## config.mk

```make
export PLATFORM = sky130hd
export DESIGN_NAME = mem_arbiter
export DESIGN_NICKNAME = d
export VERILOG_FILES = /design/src/rtl/robin_pkg.sv /design/src/rtl/mem_arb_pick.sv /design/src/rtl/mem_arbiter.sv
export SDC_FILE = /design/constraint.sdc
export NUM_CORES = 1
export LEC_CHECK = 0
export ABC_CLOCK_PERIOD_IN_PS = 2710
export CAP_MARGIN = 40
export CORE_MARGIN = 2
export CORE_UTILIZATION = 43
export CTS_CLUSTER_SIZE = 16
export DETAILED_ROUTE_END_ITERATION = 12
export GPL_TIMING_DRIVEN = 0
export PLACE_DENSITY = 0.92
export SLEW_MARGIN = 15
export SYNTH_ARGS = -nofsm -noshare
export SYNTH_HDL_FRONTEND = slang
export SYNTH_SLANG_ARGS = --single-unit
```

## constraint.sdc

```tcl
create_clock -name clk -period 2.71 [get_ports clk]
set_clock_uncertainty 0.1 [all_clocks]
set_input_delay 0.542 -clock clk [delete_from_list [all_inputs] [get_ports clk]]
set_output_delay 0.542 -clock clk [all_outputs]
set_load 0.05 [all_outputs]
```

## src/rtl/robin_pkg.sv

```systemverilog
// Shared constants for the RAM arbiter: FSM state encoding and port ids.
// Imported by mem_arbiter and mem_arb_pick.
package robin_pkg;

  localparam logic [1:0] IDLE   = 2'd0;
  localparam logic [1:0] ISSUE  = 2'd1;
  localparam logic [1:0] RDWAIT = 2'd2;
  localparam logic [1:0] RDDONE = 2'd3;

  localparam logic PORT_A = 1'b0;
  localparam logic PORT_B = 1'b1;

endpackage

```

## src/rtl/mem_arb_pick.sv

```systemverilog
// Winner selection between host (A) and CPU (B) requests.
// MEM_ARBITER_RR_EN selects round-robin; otherwise A has fixed priority.
module mem_arb_pick
  import robin_pkg::*;
(
  input  logic req_a,
  input  logic req_b,
  input  logic last,
  output logic win
);

`ifdef MEM_ARBITER_RR_EN
  always_comb begin
    win = PORT_A;
    if (req_a && req_b) begin
      win = (last == PORT_A) ? PORT_B : PORT_A;
    end else if (req_b) begin
      win = PORT_B;
    end
  end
`else
  // last is still tracked by the FSM but has no say here
  logic unused_last;
  assign unused_last = last;

  always_comb begin
    win = PORT_A;
    if (!req_a && req_b) begin
      win = PORT_B;
    end
  end
`endif

endmodule

```

## src/rtl/mem_arbiter.sv

```systemverilog
// Two-port byte RAM arbiter (host A, CPU B) with registered RAM pins.
// Define MEM_ARBITER_RR_EN for round-robin instead of A-first priority.
module mem_arbiter
  import robin_pkg::*;
#(
  parameter int addr_width = 9
) (
  input  logic                  clk,
  input  logic                  reset,
  input  logic                  req_a,
  input  logic                  we_a,
  input  logic [addr_width-1:0] addr_a,
  input  logic [7:0]            wdata_a,
  input  logic                  req_b,
  input  logic                  we_b,
  input  logic [addr_width-1:0] addr_b,
  input  logic [7:0]            wdata_b,
  output logic                  gnt_a,
  output logic                  gnt_b,
  output logic [7:0]            rdata_a,
  output logic [7:0]            rdata_b,
  output logic                  rvalid_a,
  output logic                  rvalid_b,
  output logic                  busy,
  output logic [addr_width-1:0] mem_raddr,
  output logic [addr_width-1:0] mem_waddr,
  output logic [7:0]            mem_data_in,
  output logic                  mem_write,
  input  logic [7:0]            mem_data_out
);

  logic [1:0]            state_q, state_d;
  logic                  last_q, last_d;
  logic                  win_q, win_d;
  logic                  we_q, we_d;
  logic [addr_width-1:0] raddr_q, raddr_d;
  logic [addr_width-1:0] waddr_q, waddr_d;
  logic [7:0]            wdat_q, wdat_d;
  logic                  mwr_q, mwr_d;
  logic [7:0]            rdata_a_q, rdata_a_d;
  logic [7:0]            rdata_b_q, rdata_b_d;

  logic                  pick;
  logic                  sel_we;
  logic [addr_width-1:0] sel_addr;
  logic [7:0]            sel_wdata;

  mem_arb_pick u_pick (
    .req_a (req_a),
    .req_b (req_b),
    .last  (last_q),
    .win   (pick)
  );

  assign sel_we    = (pick == PORT_B) ? we_b    : we_a;
  assign sel_addr  = (pick == PORT_B) ? addr_b  : addr_a;
  assign sel_wdata = (pick == PORT_B) ? wdata_b : wdata_a;

  always_comb begin
    state_d   = state_q;
    last_d    = last_q;
    win_d     = win_q;
    we_d      = we_q;
    raddr_d   = raddr_q;
    waddr_d   = waddr_q;
    wdat_d    = wdat_q;
    mwr_d     = 1'b0;
    rdata_a_d = rdata_a_q;
    rdata_b_d = rdata_b_q;
    unique case (state_q)
      IDLE: begin
        if (req_a || req_b) begin
          win_d   = pick;
          we_d    = sel_we;
          state_d = ISSUE;
          if (sel_we) begin
            waddr_d = sel_addr;
            wdat_d  = sel_wdata;
            mwr_d   = 1'b1;
          end else begin
            raddr_d = sel_addr;
          end
        end
      end
      ISSUE: begin
        last_d  = win_q;
        state_d = we_q ? IDLE : RDWAIT;
      end
      RDWAIT: begin
        // RAM output settles one cycle after mem_raddr was loaded
        if (win_q == PORT_B) begin
          rdata_b_d = mem_data_out;
        end else begin
          rdata_a_d = mem_data_out;
        end
        state_d = RDDONE;
      end
      RDDONE: begin
        state_d = IDLE;
      end
    endcase
  end

  always_ff @(posedge clk) begin
    if (reset) begin
      state_q   <= IDLE;
      last_q    <= PORT_B;
      win_q     <= PORT_A;
      we_q      <= 1'b0;
      raddr_q   <= '0;
      waddr_q   <= '0;
      wdat_q    <= '0;
      mwr_q     <= 1'b0;
      rdata_a_q <= '0;
      rdata_b_q <= '0;
    end else begin
      state_q   <= state_d;
      last_q    <= last_d;
      win_q     <= win_d;
      we_q      <= we_d;
      raddr_q   <= raddr_d;
      waddr_q   <= waddr_d;
      wdat_q    <= wdat_d;
      mwr_q     <= mwr_d;
      rdata_a_q <= rdata_a_d;
      rdata_b_q <= rdata_b_d;
    end
  end

  assign gnt_a       = (state_q == ISSUE)  && (win_q == PORT_A);
  assign gnt_b       = (state_q == ISSUE)  && (win_q == PORT_B);
  assign rvalid_a    = (state_q == RDDONE) && (win_q == PORT_A);
  assign rvalid_b    = (state_q == RDDONE) && (win_q == PORT_B);
  assign busy        = (state_q != IDLE);
  assign rdata_a     = rdata_a_q;
  assign rdata_b     = rdata_b_q;
  assign mem_raddr   = raddr_q;
  assign mem_waddr   = waddr_q;
  assign mem_data_in = wdat_q;
  assign mem_write   = mwr_q;

endmodule

```

==> results of run 1 <==
-- power by group through the flow --
stage,clock network (µW),logic [µW],registers [µW]
floorplan,0,185,943
global placement,0,540,785
detailed placement,0,550,787
CTS,464,552,771
global route,499,580,778
finish,456,547,771
-- cells by family after synthesis --
family | synth area share [%]
AOI/OAI and AO/OA | 15.1
buffers and inverters | 5.10
and+or+nand+nor | 15.1
muxes | 16.8
DFF | 48.0
-- metal layers --
| metal | share of wire, % | vias up | global-route usage (%) |
|---|---|---|---|
| li1 | - | 866 | - |
| met1 | 39 | 816 | 22.7 |
| met2 | 50 | 65 | 36.6 |
| met3 | 10 | 5 | 8.02 |
| met4 | 0.91 | 0 | 5.66 |
| met5 | 0 | - | 0 |
-- per-stage QoR --
step           hold slack, ns  util [%]  setup slack, ns  instance area [µm²]  instances
3_3_place_gp            0.372      67.7            0.334                 2970        335
6_report                0.398      70.0            0.216                 3070        343
5_1_grt                 0.417      70.0            0.136                 3070        343
2_1_floorplan           0.364         -            0.444                 1960        189
3_5_place_dp            0.386      67.7            0.297                 2970        335
4_1_cts                 0.401      70.0            0.192                 3070        343
-- critical path: stages (launching register included) --
cell and delay [ns]:
dfxtp_1 0.50, nor3b_1 0.22, clkdlybuf4s50_1 0.83
-- worst paths after layout --
path / start / to / slack (ns) / depth (start not counted)
hold reg to reg: mem_data_in[1]$_SDFFE_PP0P_ / mem_data_in[1]$_SDFFE_PP0P_ / 0.40 / 2
hold / removal: mem_data_in[1]$_SDFFE_PP0P_ / mem_data_in[1]$_SDFFE_PP0P_ / 0.40 / 2
setup / recovery: state_q[0]$_SDFFE_PP0P_ / gnt_a / 0.22 / 2
setup reg to reg: flip-flop / mem_waddr[1]$_SDFFE_PP0P_ / 1.05 / 7
-- cell usage in the layout (no fill, tap or decap) --
master / n
nand2b_1: 3
nor2_4: 1
buf_6: 3
buf_2: 4
nand2_1: 2
nor3b_1: 1
nor2b_1: 1
a211oi_1: 17
nand3b_1: 2
a21oi_1: 2
a21oi_4: 2
nor2_1: 46
inv_2: 1
buf_4: 3
clkbuf_4: 1
clkdlybuf4s50_1: 94
clkbuf_1: 2
or3b_2: 1
nor2_2: 1
mux2i_1: 33
clkbuf_8: 7
or3b_4: 1
a211oi_2: 10
dlygate4sd1_1: 1
nor3_1: 3
dfxtp_1: 47
and3_1: 1
and3b_1: 1
-- state kept, by name, summed over array words and instances, names as in the netlist, named ones only --
signal and flops:
mem_write 1, win_q 1, rdata_a 8, rdata_b 8, state_q 1, we_q 1
mem_waddr 9, mem_data_in 8, mem_raddr 9
-- final cells by class --
| class | count | area (µm²) | area share [%] |
|---|---|---|---|
| Sequential cell | 47 | 941 | 30.7 |
| Timing Repair Buffer | 94 | 941 | 30.7 |
| Multi-Input combinational cell | 128 | 921 | 30.0 |
| Clock buffer | 8 | 100 | 3.26 |
| Buffer | 13 | 96.3 | 3.14 |
| Tap cell | 52 | 65.1 | 2.12 |
| Inverter | 1 | 3.75 | 0.122 |
-- cells in the mapped netlist, types with 2 or more instances --
| cell type | count | area, µm² |
|---|---|---|
| a211oi_2 | 10 | 125 |
| a211oi_1 | 17 | 128 |
| a21oi_4 | 2 | 32.5 |
| nand2b_1 | 3 | 18.8 |
| a21oi_1 | 2 | 10.0 |
| mux2i_1 | 33 | 330 |
| buf_6 | 3 | 33.8 |
| nand3b_1 | 2 | 15.0 |
| buf_4 | 3 | 22.5 |
| dfxtp_1 | 47 | 941 |
| buf_2 | 4 | 20.0 |
| nand2_1 | 2 | 7.51 |
| nor2_1 | 46 | 173 |
| nor3_1 | 3 | 15.0 |
==> results.json, run 1 <==
{
  "status": "complete, no violations",
  "netlist_area_um2": 1960,
  "grt_pass1_vias": 1824,
  "arrival_ns": 1.85,
  "maxCapViolations": 0,
  "numClockSinks": 47,
  "fmax_ghz": 0.401,
  "seq_power_share_pct": 43.5,
  "endpoint_kind": "output pin",
  "row_count": 24,
  "critPathLaunchType": "flip-flop",
  "grt-ovfl-total": 0,
  "fin_tns_setup_ns": 0,
  "hold_buffers": 0,
  "cts_setup_buffers": 0,
  "p_int_uw": 1200,
  "clkPwrFrac_pct": 25.7,
  "path_clk_slew_ns": 0.08,
  "cts_made_buffers": 5,
  "ir_drop_mv": 0.384,
  "required_ns": 2.07,
  "crit_fanout": 9,
  "remaining_drc_errors": 0,
  "synth_nets": 237,
  "grt_pass1_wl_um": 8260,
  "die_area_um2": 5120,
  "report.final.slew_viol_count": 0,
  "setup_viol": 0,
  "place.gp.congestion": 0.751,
  "clockRootBuffer": "clkbuf_8",
  "hold_class": "reg2reg",
  "slew_headroom_pct": 60.9,
  "diodes": 0,
  "drive_gt1_share_pct": 12.0,
  "cts_max_level": 2,
  "io_pins": 96,
  "die_x_um": 71.5,
  "finalWirelength_um": 5060,
  "dp_hpwl_um": 3820,
  "yosysSeqAreaShare_pct": 48.0,
  "synth_warnings": 0,
  "leakage_uw": 0.00124,
  "first_pass_iters": 4,
  "p_comb_share_pct": 30.8,
  "async_flop_share_pct": 0,
  "port_buffers": 94,
  "postCtsResizedCells": 0,
  "layout_worst_path_cycle_share_pct": 92.0,
  "ant_nets": 0,
  "syn_inst": 189,
  "netSwitchingFraction_pct": 32.6,
  "worstSetupPathType": "reg2out",
  "fillCellCount": 347,
  "drt_iter0_drc": 58,
  "synth_ff_type": "dfxtp_1",
  "synth-seq-cells": 47,
  "synthToLayoutAreaGrowth_pct": 56.4,
  "grt_setup_unrepaired": "no",
  "start_util_pct": 44.7,
  "finalHoldViolCount": 0,
  "grt_use_total_pct": 20.6,
  "period_needed_ns": 2.49,
  "power.density_nw_per_um2": 578,
  "synth_edf_count": 0,
  "final_nets": 338,
  "fp.coreArea_um2": 4380,
  "avgSynthCellArea_um2": 10.4,
  "cts_tree": "built",
  "antenna_found_initial": 0,
  "tightest_slew_ns": 0.585,
  "power_uw": 1770,
  "grt_max_degree": 14,
  "die_y_um": 71.5,
  "cts_buffer_depth": 2,
  "viasPerCell": 5.11,
  "ys_types": 26,
  "wl_per_cell_um": 14.7,
  "p_switching_uw": 577,
  "vias": 1752,
  "clk_latency_ns": 0.29
}
Note: power is estimated with default switching activity, not from simulation.
==> run 2, diff against run 1 <==
--- a/config.mk
+++ b/config.mk
@@ -5,7 +5,7 @@
 export SDC_FILE = /design/constraint.sdc
 export NUM_CORES = 1
 export LEC_CHECK = 0
-export ABC_CLOCK_PERIOD_IN_PS = 2710
+export ABC_CLOCK_PERIOD_IN_PS = 2970
 export CAP_MARGIN = 40
 export CORE_MARGIN = 2
 export CORE_UTILIZATION = 43
==> constraint.sdc (replaced) <==
create_clock -name clk -period 2.97 [get_ports clk]
set_clock_uncertainty 0.1 [all_clocks]
set_input_delay 0.594 -clock clk [delete_from_list [all_inputs] [get_ports clk]]
set_output_delay 0.594 -clock clk [all_outputs]
set_load 0.05 [all_outputs]
==> results of run 2 <==
The final DEF is identical to that of run 1. Status: complete, no violations.
Main changes from that run: setup slack after placement 0.297 ns -> 0.505 ns; setup slack after layout 0.216 ns -> 0.424 ns; register-to-register setup slack 1.05 ns -> 1.31 ns; total power 1770 µW -> 1620 µW; worst IR drop on VDD 0.384 mV -> 0.351 mV
==> run 3, diff against run 2 <==
--- a/config.mk
+++ b/config.mk
@@ -7,6 +7,7 @@
 export LEC_CHECK = 0
 export ABC_CLOCK_PERIOD_IN_PS = 2970
 export CAP_MARGIN = 40
+export CORE_ASPECT_RATIO = 0.9
 export CORE_MARGIN = 2
 export CORE_UTILIZATION = 43
 export CTS_CLUSTER_SIZE = 16
==> results.json, run 3 (synthesized netlist as in run 1, its figures left out) <==
{
  "wl_per_cell_um": 14.5,
  "drive_gt1_share_pct": 12.4,
  "vias": 1765,
  "status": "complete, no violations",
  "grt_max_degree": 18,
  "cts_buffer_depth": 2,
  "dp_hpwl_um": 3830,
  "cp-startpoint": "state_q[0]$_SDFFE_PP0P_",
  "finalWirelength_um": 5110,
  "die_area_um2": 5120,
  "final_common_cell": "clkdlybuf4s50_1",
  "period_needed_ns": 2.57,
  "maxCapViolations": 0,
  "die_y_um": 68.1,
  "clk_latency_ns": 0.30,
  "numClockSinks": 47,
  "placedCellCount": 345,
  "place.gp.congestion": 0.733,
  "io_pins": 96,
  "drt_iter0_drc": 54,
  "grt_pass1_vias": 1722,
  "port_buffers": 94,
  "fillCellCount": 345,
  "viasPerCell": 5.00,
  "cts_setup_buffers": 0,
  "leakage_uw": 0.00124,
  "power_uw": 1620,
  "postPlaceCellArea_um2": 2980,
  "busiest_layer": "met2",
  "met2_usage_pct": 36.0,
  "die_x_um": 75.2,
  "tightest_slew_ns": 0.550,
  "post-route-cell-area_um2": 3080,
  "endpoint_kind": "output pin",
  "arrival_ns": 1.87,
  "synthToLayoutAreaGrowth_pct": 56.8,
  "postCtsResizedCells": 0,
  "final_cells": 353,
  "cts_max_level": 2,
  "finalHoldViolCount": 0,
  "grt_pass1_wl_um": 7800,
  "grt-ovfl-total": 0,
  "ant_nets": 0,
  "min_path_cells": 2,
  "final_nets": 338,
  "row_count": 23,
  "remaining_drc_errors": 0,
  "hold_path_end": "rdata_b[5]$_SDFFE_PP0P_",
  "critPathLaunchType": "flip-flop",
  "use_met3_pct": 7.07,
  "worstSetupPathType": "reg2out",
  "hold_class": "reg2reg",
  "fin_tns_setup_ns": 0,
  "ir_drop_mv": 0.373,
  "slew_headroom_pct": 63.3,
  "grt_use_total_pct": 20.2,
  "hold_start": "rdata_b[5]$_SDFFE_PP0P_",
  "grt_util_met1_pct": 22.4,
  "hold_buffers": 0,
  "fmax_ghz": 0.389,
  "report.final.slew_viol_count": 0,
  "cts_tree": "built",
  "grt_setup_unrepaired": "no",
  "setup_viol": 0,
  "antenna_found_initial": 0,
  "r2r_cells": 7,
  "path_clk_slew_ns": 0.09,
  "diodes": 0,
  "fp.coreArea_um2": 4430,
  "regToRegSetupSlack_ns": 1.30,
  "layout_worst_path_cycle_share_pct": 86.5,
  "r2r_end": "mem_data_in[7]$_SDFFE_PP0P_",
  "final_cell_mix": "94 x clkdlybuf4s50_1, 47 x dfxtp_1, 46 x nor2_1",
  "cts_made_buffers": 5,
  "first_pass_iters": 5,
  "required_ns": 2.28,
  "power.density_nw_per_um2": 526,
  "start_util_pct": 44.3,
  "crit_fanout": 9,
  "clockRootBuffer": "clkbuf_8"
}
[run 3: cell type report]
| class | count | area [µm²] | area share, % |
|---|---|---|---|
| sequential | 47 | 941 | 30.6 |
| timing repair buffer | 94 | 941 | 30.6 |
| multi-input combinational | 128 | 921 | 29.9 |
| buffer | 13 | 96.3 | 3.13 |
| tap | 62 | 77.6 | 2.52 |
| clock buffer | 5 | 68.8 | 2.24 |
| clock inverter | 3 | 27.5 | 0.895 |
| inverter | 1 | 3.75 | 0.122 |
[run 3: critical path, stage by stage (launching register included)]
cell and delay [ns]:
dfxtp_1 0.50, nor3b_1 0.24, clkdlybuf4s50_1 0.83
[run 3: how the worst max path moves through the flow]
stage,to,cells past startpoint
after CTS,gnt_a,2
final,gnt_a,2
after global placement,mem_raddr[7]$_SDFFE_PP0P_,5
after global routing,gnt_a,2
after floorplan,gnt_a,1
after detailed placement,mem_raddr[7]$_SDFFE_PP0P_,5
[run 3: power by group]
group	switching [µW]	leakage [µW]	internal, µW
registers	27.2	0.000385	677
clock network	241	0.0000467	175
logic	297	0.000804	202
total	566	0.00124	1050
[run 3: layer usage]
layer	part of all wire [%]	routed length (µm)
met5	0	0
met3	10	535
met1	41	2090
met2	47	2420
met4	1.3	69
[run 3: stage by stage]
step / hold WS (ns) / worst slack, ns / utilization (%)
6_report: 0.399 / 0.401 / 69.4
5_1_grt: 0.435 / 0.329 / 69.4
3_3_place_gp: 0.373 / 0.533 / 67.3
3_5_place_dp: 0.384 / 0.499 / 67.3
4_1_cts: 0.407 / 0.374 / 69.4
2_1_floorplan: 0.364 / 0.652 / -
